$ cat src/rtl/instruction_fetch_if.sv
// Instruction-memory read bus between the fetch stage (master) and the memory (slave).
// One request is outstanding at a time; mem_ack/mem_err only mean something while mem_req is high.
interface instruction_fetch_if;
  logic        mem_req;
  logic [31:0] mem_addr;
  logic        mem_ack;
  logic        mem_err;
  logic [31:0] mem_rdata;

  modport master (
    output mem_req,
    output mem_addr,
    input  mem_ack,
    input  mem_err,
    input  mem_rdata
  );

  modport slave (
    input  mem_req,
    input  mem_addr,
    output mem_ack,
    output mem_err,
    output mem_rdata
  );
endinterface

$ cat src/rtl/instruction_fetch.sv
// Fetch stage: reads one instruction per PC over the memory bus, holds it for decode,
// and pulses the PC block's enable exactly once per instruction decode accepts.
module instruction_fetch #(
  parameter int unsigned TIMEOUT = 16,
  parameter int unsigned CNT_W   = 32
) (
  input  logic                clock,
  input  logic                reset,
  input  logic [31:0]         pc_in,
  output logic                pc_en,
  instruction_fetch_if.master mem,
  output logic [31:0]         instr_out,
  output logic [31:0]         instr_pc,
  output logic                instr_valid,
  input  logic                decode_ready,
  output logic                fetch_fault,
  output logic [CNT_W-1:0]    fetch_count
);

  localparam logic [31:0] NOP = 32'h0000_0013;
  localparam int unsigned TO_W = (TIMEOUT > 1) ? $clog2(TIMEOUT) : 1;
  localparam logic [TO_W-1:0] TO_LAST = TO_W'(TIMEOUT - 1);

  typedef enum logic [1:0] {
    IDLE  = 2'd0,
    REQ   = 2'd1,
    HOLD  = 2'd2,
    FAULT = 2'd3
  } state_e;

  state_e            state_q, state_d;
  logic [31:0]       instr_out_q, instr_out_d;
  logic [31:0]       instr_pc_q, instr_pc_d;
  logic [CNT_W-1:0]  count_q, count_d;
  logic [TO_W-1:0]   to_cnt_q, to_cnt_d;

  // State register: every flop, including the held instruction, has a defined reset value.
  always_ff @(posedge clock or posedge reset) begin
    if (reset) begin
      state_q     <= IDLE;
      instr_out_q <= NOP;
      instr_pc_q  <= '0;
      count_q     <= '0;
      to_cnt_q    <= '0;
    end else begin
      // NOTE: non-blocking assignments so every flop samples the pre-edge value of the others.
      state_q     <= state_d;
      instr_out_q <= instr_out_d;
      instr_pc_q  <= instr_pc_d;
      count_q     <= count_d;
      to_cnt_q    <= to_cnt_d;
    end
  end

  // Next-state and datapath updates.
  always_comb begin
    // NOTE: default every target first so no path through the case infers a latch.
    state_d     = state_q;
    instr_out_d = instr_out_q;
    instr_pc_d  = instr_pc_q;
    count_d     = count_q;
    to_cnt_d    = to_cnt_q;
    case (state_q)
      IDLE: begin
        state_d  = REQ;
        to_cnt_d = '0;
      end
      REQ: begin
        // A bus error beats a simultaneous ack: the returned word is not trusted.
        if (mem.mem_err) begin
          state_d = FAULT;
        end else if (mem.mem_ack) begin
          instr_out_d = mem.mem_rdata;
          instr_pc_d  = pc_in;
          state_d     = HOLD;
        end else if ((TIMEOUT != 0) && (to_cnt_q == TO_LAST)) begin
          state_d = FAULT;
        end else begin
          to_cnt_d = to_cnt_q + 1'b1;
        end
      end
      HOLD: begin
        if (decode_ready) begin
          count_d  = count_q + 1'b1;
          to_cnt_d = '0;
          state_d  = REQ;
        end
      end
      FAULT:   state_d = FAULT;
      default: state_d = IDLE;
    endcase
  end

  // Outputs are pure decodes of the state; pc_en is the decode handshake itself.
  always_comb begin
    mem.mem_req  = (state_q == REQ);
    mem.mem_addr = pc_in;
    instr_valid  = (state_q == HOLD);
    pc_en        = (state_q == HOLD) && decode_ready;
    fetch_fault  = (state_q == FAULT);
    instr_out    = instr_out_q;
    instr_pc     = instr_pc_q;
    fetch_count  = count_q;
  end

endmodule

$ cat src/flat_wrapper.sv
// flat-port wrapper written by rule: the top's interface ports become plain ports
module instruction_fetch_flat 
#(
  parameter int unsigned TIMEOUT = 16,
  parameter int unsigned CNT_W   = 32
)
  (clock, reset, pc_in, pc_en, instr_out, instr_pc, instr_valid, decode_ready, fetch_fault, fetch_count, mem_mem_req, mem_mem_addr, mem_mem_ack, mem_mem_err, mem_mem_rdata);
  instruction_fetch_if mem_i ();
  input  logic clock;
  input  logic reset;
  input  logic [31:0] pc_in;
  output logic pc_en;
  output logic [31:0] instr_out;
  output logic [31:0] instr_pc;
  output logic instr_valid;
  input  logic decode_ready;
  output logic fetch_fault;
  output logic [CNT_W-1:0] fetch_count;
  output wire logic [$bits(mem_i.mem_req)-1:0] mem_mem_req;
  output wire logic [$bits(mem_i.mem_addr)-1:0] mem_mem_addr;
  input wire logic [$bits(mem_i.mem_ack)-1:0] mem_mem_ack;
  input wire logic [$bits(mem_i.mem_err)-1:0] mem_mem_err;
  input wire logic [$bits(mem_i.mem_rdata)-1:0] mem_mem_rdata;
  assign mem_mem_req = mem_i.mem_req;
  assign mem_mem_addr = mem_i.mem_addr;
  assign mem_i.mem_ack = mem_mem_ack;
  assign mem_i.mem_err = mem_mem_err;
  assign mem_i.mem_rdata = mem_mem_rdata;
  instruction_fetch #(.TIMEOUT(TIMEOUT), .CNT_W(CNT_W)) u_core (.clock(clock), .reset(reset), .pc_in(pc_in), .pc_en(pc_en), .mem(mem_i), .instr_out(instr_out), .instr_pc(instr_pc), .instr_valid(instr_valid), .decode_ready(decode_ready), .fetch_fault(fetch_fault), .fetch_count(fetch_count));
endmodule
$ cat config.mk
export PLATFORM = sky130hd
export DESIGN_NAME = instruction_fetch_flat
export DESIGN_NICKNAME = d
export VERILOG_FILES = /design/src/rtl/instruction_fetch_if.sv /design/src/rtl/instruction_fetch.sv /design/src/flat_wrapper.sv
export SDC_FILE = /design/constraint.sdc
export NUM_CORES = 1
export LEC_CHECK = 0
export ABC_AREA = 0
export ABC_CLOCK_PERIOD_IN_PS = 2900
export BUFFER_PORTS_ARGS = -buffer_cell sky130_fd_sc_hd__buf_2
export CORE_ASPECT_RATIO = 0.7
export CORE_MARGIN = 2
export CORE_UTILIZATION = 42
export DETAILED_ROUTE_END_ITERATION = 12
export GPL_ROUTABILITY_DRIVEN = 0
export PLACE_DENSITY = 0.74
export SLEW_MARGIN = 10
export SYNTH_ARGS = -nofsm -noshare
export SYNTH_HDL_FRONTEND = slang
export SYNTH_SLANG_ARGS = --single-unit
$ cat constraint.sdc
create_clock -name clock -period 2.9 [get_ports clock]
set_input_delay 0.29 -clock clock [delete_from_list [all_inputs] [get_ports clock]]
set_output_delay 0.29 -clock clock [all_outputs]
set_load 0.05 [all_outputs]
## After elaboration in Yosys (flattened, before gate mapping)

Index checks and enable logic that the tools add are counted.

| cells by class | value |
|---|---|
| eq/ne operators | 9 |
| reduce and logical (&&, ||, !) cells | 7 |
| add/sub/neg operators | 2 |
| multiplexer cells | 10 |
| bitwise gates (word level) | 1 |

Operators with widths:

| operator | number |
|---|---|
| $add A32 B1 Y32 const B | 1 |
| $mux W4 | 4 |
| $pmux W4 S3 | 1 |
| $mux W2 | 4 |
| $pmux W2 S4 | 1 |
| $ne A2 B2 Y1 const B | 3 |
| $reduce_and A5 Y1 | 1 |
| $add A4 B1 Y4 const B | 1 |
| $eq A2 B2 Y1 const B | 2 |
| $eq A4 B4 Y1 const B | 1 |
| $ne A4 B1 Y1 const B | 1 |
| $reduce_and A2 Y1 | 2 |
| $reduce_and A3 Y1 | 1 |
| $reduce_bool A3 Y1 | 1 |
| $eq A2 B1 Y1 const B | 1 |
| $logic_not A2 Y1 | 1 |
| $ne A2 B1 Y1 const B | 1 |
| $logic_and A1 B1 Y1 | 1 |
| $not A1 Y1 | 1 |

| word-level totals | value |
|---|---|
| word-level logic and storage cells | 34 |
| output and inout bits | 132 |
| register bits | 102 |

## Logic depth before layout (Yosys ltp)

| depth | value |
|---|---|
| depth in word-level cells | 5 |
| gate-level depth with buffers | 5 |

## Worst setup path after synthesis

Ideal clock, no wire load.

| timing | value |
|---|---|
| path kind | reg-to-reg |
| start point | reg u_core.count_q[0], in the netlist u_core.fetch_count[0] |
| end point | reg u_core.count_q[28], in the netlist u_core.fetch_count[28] |
| path buffers | 0 |
| slack | 0.939 ns |
| cell stages (with the launch flop) | 6 |
| arrival time | 1.820 ns |
| clock period less this slack | 1.961 ns |
| library setup time | 0.141 ns |
| cells stage by stage | dfrtp_1 -> ha_1 -> nand2_1 -> nor4_4 -> nand4_1 -> xnor2_1 |

| on the way | value |
|---|---|
| cells in the longest elaborated chain, start to end | 1 |

Ends and longest elaborated chain:

| element | line | RTL |
|---|---|---|
| from (decl) | instruction_fetch.sv:34 | `logic [CNT_W-1:0] count_q, count_d;` |
| from (signal assigned) | instruction_fetch.sv:50 | `count_q <= count_d;` |
| $add A32 B1 Y32 | instruction_fetch.sv:84 | `count_d = count_q + 1'b1;` |

No other way between the ends.
A chain may end at the register's enable or synchronous reset.

## Final worst setup path

| timing | value |
|---|---|
| start point | reg u_core.state_q[1] |
| end point | reg u_core.instr_pc_q[19], in the netlist u_core.instr_pc[19] |

| on the way | value |
|---|---|
| cells in the longest elaborated chain, start to end | 2 |

Ends and longest elaborated chain:

| element | line | RTL |
|---|---|---|
| from (decl) | instruction_fetch.sv:31 | `state_e state_q, state_d;` |
| from (signal assigned) | instruction_fetch.sv:47 | `state_q <= state_d;` |
| $eq A2 B1 Y1 | instruction_fetch.sv:63 | `case (state_q)` |
| $reduce_and A3 Y1 (no line) | - |  |
| to (signal assigned) | instruction_fetch.sv:49 | `instr_pc_q <= instr_pc_d;` |
| to (decl) | instruction_fetch.sv:33 | `logic [31:0] instr_pc_q, instr_pc_d;` |

No other way between the ends.

==> results.md <==
- Result of the run: complete, no violations
- Most area-consuming cells after synthesis: dfrtp_1 (56%), mux2_2 (17%), buf_4 (6.3%)
- Flip-flop and latch count after synthesis: 102
- Transition time at the pin with the least slew margin: 665.1 ps
- Portion of total power attributed to combinational logic: 34.0%
- Setup crit start kind: flip-flop
- Setup-violating endpoint count in the final report: 0
- Grt ovf: 0
- Max VDD drop: approximately 0.35 mV
- DPL Wire Length: between 6000 and 7000 um
- Rows: 31
- Post-CTS Repair Setup Buffers: 0
- Pin count of the biggest net entering global routing: just over 60
- Later-pin clock latency in the skew report: 340 ps
- Adder and majority cell fraction of the synthesized area: less than 1%
- Clk sinks: 102
- RR Startpoint: u_core.state_q[1]
- Clock-pin slew of the registers on the worst-case setup and hold paths: approximately 70 ps
- Data arrival, critical path: approximately 2300 ps
- Hold violation total from the final report: 0
- Post-Syn Area per Cell: 13.66 um^2
- X dimension of the die: roughly 130 um
- Fraction of the mapped netlist area in compound gates: approximately 1.2%
- RSZ-0062 raised after global routing: false
- Die Height: ~90 um
- Area of the mapped netlist: between 0.004 and 0.005 mm^2
- Drt wl/cell: between 10 and 15 um
- Vias: slightly above 3,000
- Gr usage total: ~16%
- Power density over cell area: 834.0 mW/mm^2
- Biggest area consumer among synthesized cells: dfrtp_1
- Placed instance area: ~0.0053 mm^2
- Number of buffers added on ports: 200
- Dominant synthesized flop cell: dfrtp_1
- Most frequent cells in the layout: buf_2 (200), dfrtp_1 (99), mux2_2 (65), xnor2_1 (24), nand3_1 (14)
- Synthesis Warnings: 0
- Worst clock skew: 11.08 ps
- Required time worst endpoint: 3110 ps
- Cell count of the worst hold path: 2
- Drt total wl: 9188 um
- Floorplan die area: around 0.011 mm^2
- Sequential share of power: between 30% and 40%
- Global-route layer with the greatest usage: met2
- Met3 global-route usage: about 6.0%
- Core Region: 0.01028 mm^2
- Initial core utilization: around 43%
- Number of routed nets with antenna violations: 0
- Hold EP: u_core.instr_out[7]
- Detailed-routing iteration count for the pre-antenna-repair pass: 4
- Via count of the first global-routing pass: ~3,100
- Number of slew-limit violations in the final report: 0
- Type of the worst setup path: flip-flop to flip-flop
- Hold_ws: 183.7 ps
- Met2 track utilization from global routing: between 20% and 30%
- Number of flops mapped to enable cells by yosys: 0
- CP Max Fanout: 60
- Nets: between 500 and 600
- Max-cap viol count: 0
- Clock network fraction of total power: between 20% and 30%
- Met1 Use GR: 21.20%
- Worst max-slew margin expressed relative to the limit: 55.33%
- Leading cell type in the layout, fill and taps excluded: buf_2
- Post-synth cell types: 39
- Fraction of synthesized cell area in xor and xnor cells: just over 6%
- Global-route wire length before repair: 14,810 um
- Count of mapped cells out of synthesis: 323
- Area grow syn2layout: 28.56%
- Number of nets produced by synthesis: about 400
- Internal power consumption: just under 3000 uW
- Final Cycle Share: about 72%
- Simple-Gate Fraction of Synth Area: 10.29%
- Static leakage power: 0.003011 uW
- I/O pins: between 200 and 250
- Antenna violations before repair: 0
- Number of cells on the worst reg-to-reg path: 4
- Fraction of post-synthesis cell area in the top cell type by area: between 50% and 60%
- Flop2flop setup slack: 820 ps
- Dominant combinational cell family by area after synthesis: multiplexers
- Proportion of layout cells with a drive suffix above 1: 58.28%
- Minimum clock period: between 2000 and 2500 ps
- Share of async-settable or async-resettable flops after synthesis: 100.0%
- CTS tree: built
- Aggregate negative setup slack: 0 ps
- Top achievable clock speed: about 480 MHz
- # DRC: 0
- TritonCTS Buffers: 9
- Count of routing violations after the opening detailed-route iteration: 82
- Post-synthesis mux area share: ~17%
- Fraction of power spent switching nets: between 30% and 40%
- Final design area excluding fillers: approximately 0.0057 mm^2
- Via/cell ratio: between 4 and 5
- Antenna fix cells: 0
- Library cell used as clock root buffer: clkbuf_16
- RR Endpoint: u_core.instr_pc[19]
- Worst hold path type: primary input to flip-flop
- Sequential element share of the synthesized area: 57.94%
- Hold path start: mem_mem_rdata[7]
- Switching power: between 1500 and 2000 uW
- Clk buf depth: 2
- Max H-tree Level: 3
- Element type at the critical path end: flip-flop
==> cell usage after synthesis (2+ instances only) <==
| cell | count |
|---|---|
| dfrtp_1 | 99 |
| mux2_2 | 65 |
| buf_4 | 37 |
| xnor2_1 | 24 |
| nand3_1 | 14 |
| nand2_1 | 10 |
| nand4_1 | 9 |
| nor2_1 | 7 |
| xor2_1 | 7 |
| and3_1 | 5 |
| and4_1 | 5 |
| clkbuf_1 | 3 |
| dfstp_2 | 3 |
| inv_1 | 3 |
| and2_1 | 2 |
| buf_2 | 2 |
| ha_1 | 2 |
| nor2b_1 | 2 |
| nor3_1 | 2 |
| nor4_1 | 2 |
| nor4_4 | 2 |
==> registers in the layout (all words and copies together), names as in the netlist <==
register / cells
u_core.fetch_count: 32
u_core.instr_out: 32
u_core.instr_pc: 32
u_core.to_cnt_q: 4
u_core.state_q: 2
==> stage by stage <==
| step | utilization [%] | cells | power, uW | setup WS, ps |
|---|---|---|---|---|
| after floorplan | - | 323 | 3108 | 938.7 |
| after global placement | 51.92 | 616 | 3453 | 880.7 |
| after detailed placement | 51.92 | 616 | 3488 | 809.8 |
| after CTS | 55.18 | 633 | 4793 | 798.1 |
| after global routing | 55.18 | 633 | 4945 | 699.1 |
| final | 55.18 | 633 | 4730 | 816.5 |
==> worst max-delay path, cell delays in order (launching register included) <==
cell and delay [ps]:
dfrtp_1 450, nand2b_1 270, nor3b_4 460, buf_12 370
mux2_2 380
==> cell type report <==
class / instances / area [um^2]
Clock buffer: 11 / 242.7
Clock inverter: 5 / 82.58
Tap cell: 132 / 165.2
Multi-Input combinational cell: 176 / 1551
Sequential cell: 102 / 2556
Inverter: 3 / 15.01
Fill cell: 875 / 4607
Timing Repair Buffer: 204 / 1059
==> repair_timing <==
action / CTS / global route
gates resized for setup: 0 / 0
hold buffers: 1 / 0
endpoints found under the hold margin: 11 / 0
setup endpoints to repair: 0 / 0
==> power by group through the flow <==
stage	logic (uW)	registers [uW]	clock network (uW)
3_3_place_gp	1600	1860	0
5_1_grt	1670	1870	1400
6_report	1610	1840	1290
4_1_cts	1620	1840	1330
3_5_place_dp	1620	1870	0
2_1_floorplan	382	2730	0
==> worst max-delay path by stage <==
| stage | start | depth (start not counted) | end |
|---|---|---|---|
| floorplan | u_core.fetch_count[0] | 5 | u_core.fetch_count[28] |
| global placement | u_core.state_q[1] | 4 | u_core.instr_pc[20] |
| detailed placement | u_core.state_q[1] | 4 | u_core.instr_pc[19] |
| CTS | u_core.state_q[1] | 4 | u_core.instr_pc[19] |
| global route | u_core.state_q[1] | 4 | u_core.instr_pc[29] |
| finish | u_core.state_q[1] | 4 | u_core.instr_pc[19] |
==> cell families after synthesis <==
| family | after synthesis |
|---|---|
| DFF | 102 |
| and+or+nand+nor | 70 |
| muxes | 66 |
| buffers and inverters | 45 |
| xor gates and xnor gates | 31 |
| AOI/OAI and AO/OA | 7 |
| adders and majority gates | 2 |
==> routing by layer <==
metal | wire, um | vias to the layer above
met5 | 0 | -
met4 | 80 | 0
met3 | 751 | 8
met2 | 4146 | 119
met1 | 4210 | 1501
li1 | - | 1439
Note: power is estimated with default switching activity, not from simulation.
